[src/rtl/lsb_sb_finder_pkg.sv]
// Shared constants and helpers for the second-lowest-set-bit finder.
package lsb_sb_finder_pkg;

    localparam int DEFAULT_WIDTH = 12;
    localparam int MAX_WIDTH     = 64;
    localparam int MAX_IDX_W     = 6;

    // OR-encode a one-hot vector into its binary bit position; all-zero maps to 0.
    function automatic logic [MAX_IDX_W-1:0] onehot_to_idx(input logic [MAX_WIDTH-1:0] onehot);
        logic [MAX_IDX_W-1:0] idx;
        idx = {MAX_IDX_W{1'b0}};
        for (int i = 0; i < MAX_WIDTH; i++) begin
            if (onehot[i]) begin
                idx = idx | MAX_IDX_W'(i);
            end else begin
                idx = idx;
            end
        end
        return idx;
    endfunction

endpackage

[src/rtl/lsb_first_bit_set_finder.sv]
// Combinational isolation of the lowest set bit of a vector as a one-hot value.
module lsb_first_bit_set_finder
    import lsb_sb_finder_pkg::*;
#(
    parameter int WIDTH = DEFAULT_WIDTH
) (
    input  logic [WIDTH-1:0] vec,
    output logic [WIDTH-1:0] first
);

    logic [WIDTH-1:0] neg_s;

    // Two's-complement negate; ANDing with the original keeps only the lowest 1.
    always_comb begin
        neg_s = ~vec + {{(WIDTH-1){1'b0}}, 1'b1};
        first = vec & neg_s;
    end

endmodule

[src/rtl/lsb_second_bit_set_finder.sv]
// Registered one-hot (and optional binary index) of the second-lowest set bit.
// Define LSB_SB_FINDER_IDX_EN to add the second_idx_o port and its encoder.
module lsb_second_bit_set_finder
    import lsb_sb_finder_pkg::*;
#(
    parameter int WIDTH = DEFAULT_WIDTH,
    localparam int IDX_W = $clog2(WIDTH)
) (
    input  logic             clk,
    input  logic             reset,
    input  logic             valid_i,
    input  logic [WIDTH-1:0] vec_i,
    output logic             valid_o,
    output logic [WIDTH-1:0] second_bit_o,
    output logic             found_o
`ifdef LSB_SB_FINDER_IDX_EN
    ,
    output logic [IDX_W-1:0] second_idx_o
`endif
);

    logic [WIDTH-1:0] first_s;
    logic [WIDTH-1:0] rest_s;
    logic [WIDTH-1:0] second_s;
    logic             found_s;

    lsb_first_bit_set_finder #(.WIDTH(WIDTH)) u_first (
        .vec   (vec_i),
        .first (first_s)
    );

    lsb_first_bit_set_finder #(.WIDTH(WIDTH)) u_second (
        .vec   (rest_s),
        .first (second_s)
    );

    // Drop the lowest set bit so the second finder sees only what lies above it.
    always_comb begin
        rest_s  = vec_i & ~first_s;
        found_s = |second_s;
    end

`ifdef LSB_SB_FINDER_IDX_EN
    logic [MAX_WIDTH-1:0] second_wide_s;
    logic [MAX_IDX_W-1:0] idx_wide_s;

    // Widen to the helper's fixed width before encoding.
    always_comb begin
        second_wide_s              = {MAX_WIDTH{1'b0}};
        second_wide_s[WIDTH-1:0]   = second_s;
        idx_wide_s                 = onehot_to_idx(second_wide_s);
    end

    // Index register follows the same load/hold rule as the one-hot output.
    always_ff @(posedge clk or posedge reset) begin
        if (reset) begin
            second_idx_o <= {IDX_W{1'b0}};
        end else if (valid_i) begin
            second_idx_o <= idx_wide_s[IDX_W-1:0];
        end else begin
            second_idx_o <= second_idx_o;
        end
    end
`endif

    // Output registers: load on valid, otherwise hold data and drop valid.
    always_ff @(posedge clk or posedge reset) begin
        if (reset) begin
            valid_o      <= 1'b0;
            second_bit_o <= {WIDTH{1'b0}};
            found_o      <= 1'b0;
        end else if (valid_i) begin
            valid_o      <= 1'b1;
            second_bit_o <= second_s;
            found_o      <= found_s;
        end else begin
            valid_o      <= 1'b0;
            second_bit_o <= second_bit_o;
            found_o      <= found_o;
        end
    end

endmodule

[config.mk]
export PLATFORM = sky130hd
export DESIGN_NAME = lsb_second_bit_set_finder
export DESIGN_NICKNAME = d
export VERILOG_FILES = /design/src/rtl/lsb_sb_finder_pkg.sv /design/src/rtl/lsb_first_bit_set_finder.sv /design/src/rtl/lsb_second_bit_set_finder.sv
export SDC_FILE = /design/constraint.sdc
export NUM_CORES = 1
export LEC_CHECK = 0
export CORE_UTILIZATION = 48
export CTS_CLUSTER_SIZE = 40
export DETAILED_ROUTE_END_ITERATION = 8
export PLACE_DENSITY_LB_ADDON = 0.2
export SYNTH_ARGS = -nofsm -noshare
export SYNTH_HDL_FRONTEND = slang
export SYNTH_SLANG_ARGS = --single-unit
[constraint.sdc]
create_clock -name clk -period 1.5 [get_ports clk]
set_input_delay 0.15 -clock clk [delete_from_list [all_inputs] [get_ports clk]]
set_output_delay 0.15 -clock clk [all_outputs]
set_load 0.02 [all_outputs]
==> results of run 1 <==
## layout make-up
type | instances | area, sq um
Fill cell | 122 | 321.6
Tap cell | 25 | 31.28
Sequential cell | 13 | 325.3
Inverter | 11 | 41.29
Clock buffer | 4 | 26.28
Timing Repair Buffer | 52 | 432.9
Multi-Input combinational cell | 68 | 548.0
## path summary, 6_finish.rpt
kind / startpoint / to / slack [ns] / cells after the start
worst max register to register: second_bit_o[11]$_DFFE_PP0P_ / second_bit_o[11]$_DFFE_PP0P_ / 0.73 / 1
worst max-delay path: vec_i[7] / found_o$_DFFE_PP0P_ / 0.04 / 6
worst min register to register: found_o$_DFFE_PP0P_ / found_o$_DFFE_PP0P_ / 0.52 / 1
max in group asynchronous: reset / second_bit_o[4]$_DFFE_PP0P_ / 0.96 / 2
worst min-delay path: reset / second_bit_o[10]$_DFFE_PP0P_ / 0.21 / 2
min in group clk: vec_i[4] / second_bit_o[4]$_DFFE_PP0P_ / 0.33 / 4
## metrics by stage
step                      cell area, sq um  util (%)  total power [mW]  hold slack, ns  TNS [ns]
final                                 1405     81.38            0.8520          0.2051         0
after global routing                  1405     81.38            0.9016          0.2547  -0.04799
after CTS                             1398     80.94            0.8478          0.2247         0
after detailed placement              1320     76.45            0.6326          0.4967    -3.671
after global placement                1320     76.45            0.6217          0.4897    -3.113
after floorplan                      894.6         -            0.4956         0.02696   -0.1887
## what timing repair did
item                       CTS  global route
gates resized for setup     19            15
setup buffers                2             0
pin swaps                    7             8
setup endpoints to repair    8             3
## cells by family after synthesis
logic type	share of synthesized area, %
other	0.4233
and+or+nand+nor	21.47
AOI/OAI and AO/OA	23.16
xor gates and xnor gates	3.954
DFF	36.72
muxes	3.672
buffers and inverters	9.462
adders and majority gates	1.130
## power breakdown
group	total, mW	internal, mW	switching, mW	leakage (nW)
sequential	0.373	0.365	0.00757	0.170
clock	0.217	0.103	0.114	0.0150
combinational	0.263	0.123	0.139	0.405
total	0.852	0.591	0.261	0.590
## cells in the mapped netlist
cell / number
a2111o_1: 1
a2111oi_4: 1
a21boi_0: 1
a21boi_2: 1
a21oi_1: 1
a31o_2: 1
buf_2: 1
buf_4: 2
buf_6: 1
clkbuf_1: 3
conb_1: 1
dfrtp_1: 13
inv_1: 11
maj3_1: 1
mux2_2: 2
mux2i_1: 1
nand2_1: 5
nand3_1: 7
nand4_1: 2
nor2_1: 5
nor3_1: 7
nor3_4: 1
nor4_1: 2
nor4b_1: 1
nor4b_2: 1
o2111ai_1: 2
o21ai_0: 12
o21ai_1: 1
o22ai_1: 3
o31ai_4: 1
o32a_2: 1
or2_2: 1
or3_4: 1
xor2_1: 4
## flip-flops by register name, summed over array words and instances (netlist names)
signal        count
second_bit_o     11
found_o           1
valid_o           1
## metal layers
layer  global-route usage (%)  wire [microns]  vias to the layer above  part of all wire [%]
met5                        0               0                        -                     0
met4                    10.91              44                        0                   1.9
met3                    4.000              85                        6                   3.6
met2                    42.90            1218                       33                    52
met1                    34.91            1011                      426                    43
li1                         -               -                      456                     -
## worst max-delay path: cells and delay by family
kind / cells / cell delay, ns
multiplexers: 1 / 0.21
AO/OA/AOI/OAI: 1 / 0.38
buffers and inverters: 1 / 0.46
AND/OR/NAND/NOR: 3 / 0.42
==> flow_summary.yaml, run 1 <==
floorplan:
  initial_utilization_pct: 51.30
  fp.coreArea_sq_um: 1727
  io_pins: 29
  die_h_microns: 44.96
  die_area_sq_um: 2021
  rows: 15
  fp.dieW_microns: 44.96
clock_network:
  htreeDepth: 1
  cts.sinks: 13
  cts_made_buffers: 3
  cts_tree: "yes"
  clk_path_buf_depth: 2
  root_buffer: "clkbuf_4"
  path_clk_slew_ns: 0.09
  clock_latency_ns: 0.27
  holdBufCountCts: 0
setup_path:
  worst_ep_required_time_ns: 1.67
  cp.arrival_ns: 1.62
  cp_cell_sequence: "clkdlybuf4s50_1, nor2_2, nand3_2, mux2i_1, nor4b_2, o32a_2"
  cp-end-kind: "flip-flop"
  slowest_stage: "clkdlybuf4s50_1"
  cp_max_fo: 3
  critical_path_class: "input port to flip-flop"
  worst_setup_path_start_kind: "input port"
  cp_slowest_stage_delay_ns: 0.46
yosys:
  synth_area_leaders: "dfrtp_1 (37%), o21ai_0 (6.8%), inv_1 (4.7%)"
  synth.largest_area_cell: "dfrtp_1"
  avgSynthCellArea_sq_um: 8.948
  syn_nets: 114
  ys_ff_latch: 13
  yosysSeqAreaShare_pct: 36.72
  synthCells: 99
  yosysUniqueCellTypes: 34
  netlist_area_sq_um: 885.9
  synth.top_cell.area_share_pct: 36.72
  yosys_warnings: 0
detailed_routing:
  via_count: 921
  drt_iter0_drc: 14
  wl_per_cell_microns: 13.64
  via_per_inst: 5.324
  drc: 0
  totalWireLength_mm: 2.359
  detailedRoute.firstPassIterationCount: 4
  ant_nets: 0
global_route:
  grt_max_degree: 20
  grt_antenna_before_repair: 0
  grt_pass1_wl_mm: 3.884
  grt_util_all_layers_pct: 26.42
  overflow: 0
  grt_pass1_vias: 891
layout:
  nNetsFinal: 164
  final_cell_mix: "buf_4 (25), clkdlybuf4s50_1 (19), dfrtp_1 (13)"
  drive_gt1_share_pct: 37.16
  diodes: 0
  area_delta_synth_final_pct: 58.62
  fin_cells: 173
  final_common_cell: "buf_4"
run:
  maxCapViolCount: 0
timing:
  layout_setup_ws_ns: 0.04230
  drv_slew: 0
  min_period_ns: 1.458
  fmax_ghz: 0.6860
  hold_viol: 0
  setup_viol: 0
  post-route-period-util_pct: 97.18
  finalClockSkew_ns: 0
placement:
  dpl.hpwl_mm: 1.733
  place_inst: 167
  port_buffers: 27
  gp_congestion: 0.7945
  pre_cts_ws_ns: -0.5821
pwr:
  leakage_nw: 0.5896
  vdd_drop_max_v: 0.0003807
  powerDensity_nw_per_um2: 606.3
min_path:
  hp-class: "input port to async pin"
run_status:
  status: "finished, final reports clean"
Note: power is estimated with default switching activity, not from simulation.
==> run 2, diff against run 1 <==
Settings changed: ABC_CLOCK_PERIOD_IN_PS set to 1500, PLACE_DENSITY set to 0.89, PLACE_DENSITY_LB_ADDON 0.2 to unset.
==> run 2 against run 1 <==
Against the previous run:
- the flow now finishes with violations (design-rule violations)
- maximum frequency barely moved
- design area rose by 0.44%
- combinational power hardly changed
- clock-buffer cell count did not move
- non-clock buffer count decreased by 3
- clock power increased by 4%
- cell count down 1.7%
==> flow_summary.yaml, run 2 (synthesis results as in run 1) <==
clock_network:
  clk_path_buf_depth: 2
  clock_latency_ns: 0.28
  cts_tree: "yes"
  htreeDepth: 1
  holdBufCountCts: 0
  root_buffer: "clkbuf_4"
  path_clk_slew_ns: 0.09
  cts.sinks: 13
  cts_made_buffers: 3
detailed_routing:
  totalWireLength_mm: 2.488
  drt_iter0_drc: 34
  via_count: 927
  wl_per_cell_microns: 14.64
  ant_nets: 0
  detailedRoute.firstPassIterationCount: 6
  via_per_inst: 5.453
  drc: 2
timing:
  post-route-period-util_pct: 97.25
  fmax_ghz: 0.6855
  fin_tns_setup_ns: 0
  finalClockSkew_ns: 0
  drv_slew: 0
  min_period_ns: 1.459
  setup_viol: 0
  hold_viol: 0
floorplan:
  initial_utilization_pct: 51.30
  fp.coreArea_sq_um: 1727
  rows: 15
  die_h_microns: 44.96
  die_area_sq_um: 2021
  fp.dieW_microns: 44.96
  io_pins: 29
global_route:
  grt_antenna_before_repair: 0
  busiest_layer: "met2"
  grt_max_degree: 20
  grt_pass1_vias: 827
  use_met2_pct: 45.80
  grt_util_all_layers_pct: 25.46
  grt_pass1_wl_mm: 3.739
  overflow: 0
  globalRouteMet3Util_pct: 1.200
  met1_usage_pct: 32.83
setup_path:
  cp.arrival_ns: 1.68
  critPathMostFrequentCell: "nor4b_4"
  slowest_stage: "or3_4"
  cp_max_fo: 5
  worst_ep_required_time_ns: 1.72
  r2r-start: "second_bit_o[9]$_DFFE_PP0P_"
  reg2reg_to: "second_bit_o[9]$_DFFE_PP0P_"
  cp_slowest_stage_delay_ns: 0.44
  crit_path_start: "vec_i[2]"
  rrSetupSlack_ns: 0.72
  critical_path_class: "input port to flip-flop"
  cp_cell_sequence: "buf_6, or3_4, nor4b_4, o21ai_2, nor4b_4, o32a_2"
  reg2regPathDepth: 1
  cp-end-kind: "flip-flop"
  worst_setup_path_start_kind: "input port"
layout:
  final_cell_mix: "buf_4 (21), clkdlybuf4s50_1 (18), dfrtp_1 (13)"
  drive_gt1_share_pct: 36.55
  area_delta_synth_final_pct: 59.32
  largest_register: "second_bit_o"
  final_common_cell: "buf_4"
  largest_reg_flops: 11
  stdcell_area_sq_um: 1411
  reg_top3: "second_bit_o (11), found_o (1), valid_o (1)"
  nNetsFinal: 161
  diodes: 0
run_status:
  failed_checks: "design-rule violations"
  status: "finished, violations left"
placement:
  port_buffers: 27
  gp_congestion: 0.7760
  dpl.hpwl_mm: 1.740
  place_area_sq_um: 1297
min_path:
  hp-class: "input port to async pin"
run:
  maxCapViolCount: 0
pwr:
  powerDensity_nw_per_um2: 611.7
  vdd_drop_max_v: 0.0003410
  leakage_nw: 0.5820
-- run 2: changes by cell type in the layout (fill, tap and decap cells not counted), sizes merged --
cell / change
clkbuf: -2
buf: -1
dlygate4sd2: +1
clkdlybuf4s50: -1
-- run 2: timing repair --
action | CTS | global route
gates cloned | 0 | 0
setup endpoints to repair | 6 | 3
buffers inserted | 2 | 0
pin swaps | 9 | 7
resized for setup | 20 | 24
-- run 2: per-stage QoR --
step	hold WS [ns]	setup WS, ns	cells	utilization [%]	power [mW]
global placement	0.4855	-0.5368	164	75.14	0.6150
CTS	0.2029	0.001567	170	79.78	0.8427
finish	0.1779	0.04130	170	81.74	0.8634
global route	0.2325	-0.03135	170	81.74	0.8866
detailed placement	0.4909	-0.6258	164	75.14	0.6258
floorplan	0.02696	-0.1197	99	-	0.4956
-- run 2: how the worst max path moves through the flow --
stage / to / slack (ns)
global placement: found_o$_DFFE_PP0P_ / -0.54
finish: found_o$_DFFE_PP0P_ / 0.04
global route: second_bit_o[11]$_DFFE_PP0P_ / -0.03
CTS: second_bit_o[11]$_DFFE_PP0P_ / 0.002
floorplan: found_o$_DFFE_PP0P_ / -0.12
detailed placement: found_o$_DFFE_PP0P_ / -0.63
-- run 2: worst max-delay path, delay by kind of cell --
kind	cells	cell delay (ns)
buffers and inverters	1	0.10
AOI/OAI and AO/OA	2	0.31
and+or+nand+nor	3	1.12
-- run 2: cell type report --
class	instances	area (sq um)
Clock buffer	4	26.28
Fill cell	111	315.3
Inverter	11	41.29
Multi-Input combinational cell	68	561.8
Sequential cell	13	325.3
Tap cell	25	31.28
Timing Repair Buffer	49	425.4
-- run 2: power breakdown --
part / leakage [nW] / internal (mW) / total, mW / switching (mW)
sequential: 0.170 / 0.365 / 0.372 / 0.00700
combinational: 0.397 / 0.123 / 0.266 / 0.143
clock: 0.0150 / 0.103 / 0.225 / 0.122
total: 0.582 / 0.592 / 0.863 / 0.272
-- run 2: per-layer routing --
layer / vias up / wire [microns]
met5: - / 0
met4: 0 / 15
met3: 2 / 107
met2: 38 / 1340
met1: 436 / 1025
li1: 451 / -
